$ cat src/rtl/piso_pkg.sv
// Shared definitions for the parallel-in/serial-out serializer: state encodings
// and the bit-counter width helper.
package piso_pkg;

  localparam logic ST_IDLE  = 1'b0;
  localparam logic ST_SHIFT = 1'b1;

  // Counter must index bits 0..width-1; never narrower than one bit.
  function automatic int piso_cnt_width(input int width);
    return (width < 2) ? 1 : $clog2(width);
  endfunction

endpackage

$ cat src/rtl/piso_bit_counter.sv
// Mod-WIDTH bit counter for the serializer: enable, synchronous zero, async
// active-low clear, and a terminal-count flag marking the last bit of a word.
module piso_bit_counter #(
  parameter int WIDTH = 8,
  parameter int CW    = 3
) (
  input  logic clk,
  input  logic clear_n,
  input  logic en,
  input  logic zero,
  output logic tc
);

  localparam logic [CW-1:0] LAST = CW'(WIDTH - 1);

  logic [CW-1:0] count;

  assign tc = (count == LAST);

  // Wraps from WIDTH-1 straight to 0 so a reloaded word starts at bit 0.
  always_ff @(posedge clk or negedge clear_n) begin
    if (!clear_n) begin
      count <= '0;
    end else if (zero) begin
      count <= '0;
    end else if (en) begin
      count <= tc ? '0 : count + CW'(1);
    end
  end

endmodule

$ cat src/rtl/piso_serializer.sv
// Parallel-in/serial-out serializer with valid/ready load and gapless streaming
// of back-to-back words. Define PISO_LSB_FIRST_EN to emit bit 0 first (default MSB first).
module piso_serializer
  import piso_pkg::*;
#(
  parameter int WIDTH = 8
) (
  input  logic             clk,
  input  logic             clear_n,
  input  logic             load_valid,
  output logic             load_ready,
  input  logic [WIDTH-1:0] load_data,
  input  logic             shift_en,
  output logic             x,
  output logic             x_valid,
  output logic             x_last
);

  localparam int CW = piso_cnt_width(WIDTH);

  logic             state;
  logic [WIDTH-1:0] shift_reg;
  logic [WIDTH-1:0] shift_next;
  logic             tc;
  logic             in_shift;
  logic             advance;
  logic             accept;

  assign in_shift   = (state == ST_SHIFT);
  assign advance    = in_shift & shift_en;
  assign x_last     = in_shift & tc;
  assign load_ready = (state == ST_IDLE) | (x_last & shift_en);
  assign accept     = load_valid & load_ready;
  assign x_valid    = in_shift;

  // The shift register is cleared on leaving SHIFT, so x reads 0 while idle.
`ifdef PISO_LSB_FIRST_EN
  assign x          = shift_reg[0];
  assign shift_next = {1'b0, shift_reg[WIDTH-1:1]};
`else
  assign x          = shift_reg[WIDTH-1];
  assign shift_next = {shift_reg[WIDTH-2:0], 1'b0};
`endif

  piso_bit_counter #(
    .WIDTH (WIDTH),
    .CW    (CW)
  ) u_bit_counter (
    .clk     (clk),
    .clear_n (clear_n),
    .en      (advance),
    .zero    ((state == ST_IDLE) & accept),
    .tc      (tc)
  );

  always_ff @(posedge clk or negedge clear_n) begin
    if (!clear_n) begin
      state     <= ST_IDLE;
      shift_reg <= '0;
    end else if (state == ST_IDLE) begin
      if (accept) begin
        state     <= ST_SHIFT;
        shift_reg <= load_data;
      end
    end else if (shift_en) begin
      if (!tc) begin
        shift_reg <= shift_next;
      end else if (accept) begin
        shift_reg <= load_data;
      end else begin
        state     <= ST_IDLE;
        shift_reg <= '0;
      end
    end
  end

endmodule
$ cat config.mk
export PLATFORM = sky130hd
export DESIGN_NAME = piso_serializer
export DESIGN_NICKNAME = d
export VERILOG_FILES = /design/src/rtl/piso_pkg.sv /design/src/rtl/piso_bit_counter.sv /design/src/rtl/piso_serializer.sv
export SDC_FILE = /design/constraint.sdc
export NUM_CORES = 1
export LEC_CHECK = 0
export CAP_MARGIN = 15
export CORE_MARGIN = 3
export CORE_UTILIZATION = 41
export DETAILED_ROUTE_END_ITERATION = 10
export PLACE_DENSITY_LB_ADDON = 0.25
export SYNTH_ARGS = -nofsm -noshare
export SYNTH_HDL_FRONTEND = slang
export SYNTH_SLANG_ARGS = --single-unit
$ cat constraint.sdc
create_clock -name clk -period 1.6 [get_ports clk]
set_clock_uncertainty 0.15 [all_clocks]
set_input_delay 0.4 -clock clk [delete_from_list [all_inputs] [get_ports clk]]
set_output_delay 0.4 -clock clk [all_outputs]
set_load 0.03 [all_outputs]
==> reports/metrics.cfg <==
[worst_setup_path]
cp_cell_sequence = ha_4 -> ha_4 -> a21boi_2 -> inv_1 -> buf_6
worst-path-stages = 5
cpMostUsedCell = ha_4
reg2reg_to = shift_reg[4]
crit_start = u_bit_counter.count[0]
worst_path_largest_cell_delay_ns = 0.42
reg2reg_from = u_bit_counter.count[0]
endpoint_kind = output pin
path_buf_inv = 2
required_ns = 1.05
cp_max_fo = 4
critPathArrivalTime_ns = 1.37
cp_slowest_cell = dfrtp_1
critPathKind = flop to output pin
reg2reg_slack_ns = -0.09
crit_family = flip-flops
r2r_cells = 6
start_kind = flop

[placement]
io_buffers = 15
gp_congestion = 0.684
dp_hpwl_um = 962

[floorplanning]
fp.dieW_um = 44.4
die_h_um = 44.4
io_pins = 16
dieArea_mm2 = 0.00197
initial_utilization_pct = 45.2
design.core.area_mm2 = 0.00133
rows = 13

[clock_tree]
cts_buffer_depth = 2
htree_levels = 1
cts_tree = done
clk-insertion-delay-late_ns = 0.27
ctsHoldBuffers = 0
cts_buffers = 3
clkTransAtPathRegs_ns = 0.08
cts-root-buf = clkbuf_4
cts_sinks = 12

[sta]
slew_headroom_pct = 69.5
hold_viol = 0
min_period_ns = 1.92
maxSlewViolCount = 0
fmax_mhz = 521
fin_ws_ns = -0.319
holdWs_ns = 0.270
setup_violations = 9
grt_setup_unrepaired = yes
min_period_over_period_pct = 120
worstMarginPinSlew_ns = 0.448

[logic_synthesis]
yosysSeqAreaShare_pct = 49.8
synthCells = 47
mappedNetlistArea_um2 = 603
synth-warning-count = 0
synth_fp_nets = 61
syn_avg_cell_area_um2 = 12.8
yosysUniqueCellTypes = 15
synth-seq-cells = 12

[route]
wl_per_cell_um = 15.1
viasPerCell = 5.48
ant_nets = 0
vias = 477
drc = 0
drt_first_pass_iters = 4
drt_iter0_drc = 17
postRouteWirelength_mm = 1.32

[power]
p_leak_nw = 0.430
power.density_mw_per_mm2 = 1640
totalPowerFinal_mw = 1.45
vdd_drop_max_mv = 0.880

[global_route]
grt.overflow.total = 0
grt_pass1_vias = 490
gr-usage-all-layers_pct = 15.5
grt_max_degree = 13
antenna_found_initial = 0
grt_pass1_wl_mm = 2.22

[job]
maxCapViolations = 0

[cells_and_area]
num_antenna_cells = 0
utilization_pct = 66.1
drive_above_1_share_pct = 36.1
final_nets = 87
largest_register_ffs = 8
fillCellCount = 103
synthToLayoutAreaGrowth_pct = 46.3

[status]
violations = negative setup slack
status = complete, but fails checks

[min_path]
hold_class = input pin to async pin

-- routing by layer --
layer / vias to the layer above / GRT usage [%] / wire, um / part of all wire (%)
met5: - / 0 / 0 / 0
met4: 0 / 7.23 / 0 / 0
met3: 0 / 4.47 / 107 / 8.1
met2: 19 / 23.5 / 604 / 46
met1: 226 / 20.2 / 605 / 46
li1: 232 / - / - / -
-- worst reg2reg max path, cell delays in order (launching register included) --
cell and delay, ns:
dfrtp_1 0.42, ha_4 0.18, ha_4 0.17, a21boi_2 0.13
buf_4 0.14, nor2b_4 0.06, a221o_1 0.33
-- logic make-up (layout without fill, tap and decap cells) --
logic type,count (synthesis),count (layout),synth area share [%]
AOI/OAI and AO/OA,12,12,19.3
adders and majority gates,2,2,4.15
buffers and inverters,3,28,4.36
DFF,12,12,49.8
muxes,5,5,9.75
and+or+nand+nor,13,13,12.7
-- cell usage after synthesis --
| cell type | instances | area share [%] |
|---|---|---|
| a22o_1 | 4 | 5.8 |
| ha_1 | 2 | 4.1 |
| and2_1 | 1 | 1.0 |
| dfrtp_1 | 12 | 50 |
| nor2_1 | 2 | 1.2 |
| mux2i_1 | 1 | 1.7 |
| nor2b_1 | 2 | 2.1 |
| and3_1 | 7 | 7.3 |
| or2_2 | 1 | 1.0 |
| buf_6 | 2 | 3.7 |
| a21boi_2 | 1 | 1.9 |
| inv_1 | 1 | 0.62 |
| mux2_2 | 3 | 5.6 |
| mux2_4 | 1 | 2.5 |
| a221o_1 | 7 | 12 |
-- cell usage in the layout, fill, tap and decap left out, drive strengths merged, types with 2 or more instances in the layout --
master / instances
a221o: 7
a22o: 4
and3: 7
buf: 11
clkbuf: 4
clkdlybuf4s50: 10
dfrtp: 12
ha: 2
mux2: 4
nor2: 2
nor2b: 2
-- area by class of cell --
| class | count | area, um2 | area share [%] |
|---|---|---|---|
| inverters | 1 | 3.75 | 0.426 |
| well taps | 15 | 18.8 | 2.13 |
| clock buffers | 4 | 36.3 | 4.11 |
| multi-input cells | 32 | 313 | 35.5 |
| flip-flops and latches | 12 | 302 | 34.2 |
| repair buffers | 23 | 209 | 23.7 |
-- how the worst max path moves through the flow --
stage / endpoint
after floorplan: shift_reg[1]
after global placement: shift_reg[1]
after detailed placement: shift_reg[4]
after CTS: load_ready
after global routing: load_ready
final: load_ready
-- per-stage QoR --
stage	instance area, um2	std cells	setup TNS [ns]	setup slack (ns)
floorplan	619	47	-0.158	-0.0226
global placement	803	81	-3.58	-0.334
detailed placement	803	81	-4.03	-0.388
CTS	873	86	-1.28	-0.351
global route	882	87	-1.51	-0.381
finish	882	87	-1.08	-0.319
-- where the power goes --
group	switching (mW)	total, mW	internal [mW]
clock network	0.0988	0.237	0.138
registers	0.100	0.535	0.434
logic	0.275	0.678	0.403
-- what timing repair did --
item                                    in CTS  in global routing
resized for setup                            8                  1
pin swaps                                    2                  3
gates cloned                                 0                  0
endpoints found under the setup margin      13                 11
buffers inserted                             1                  1
Note: power is estimated with default switching activity, not from simulation.
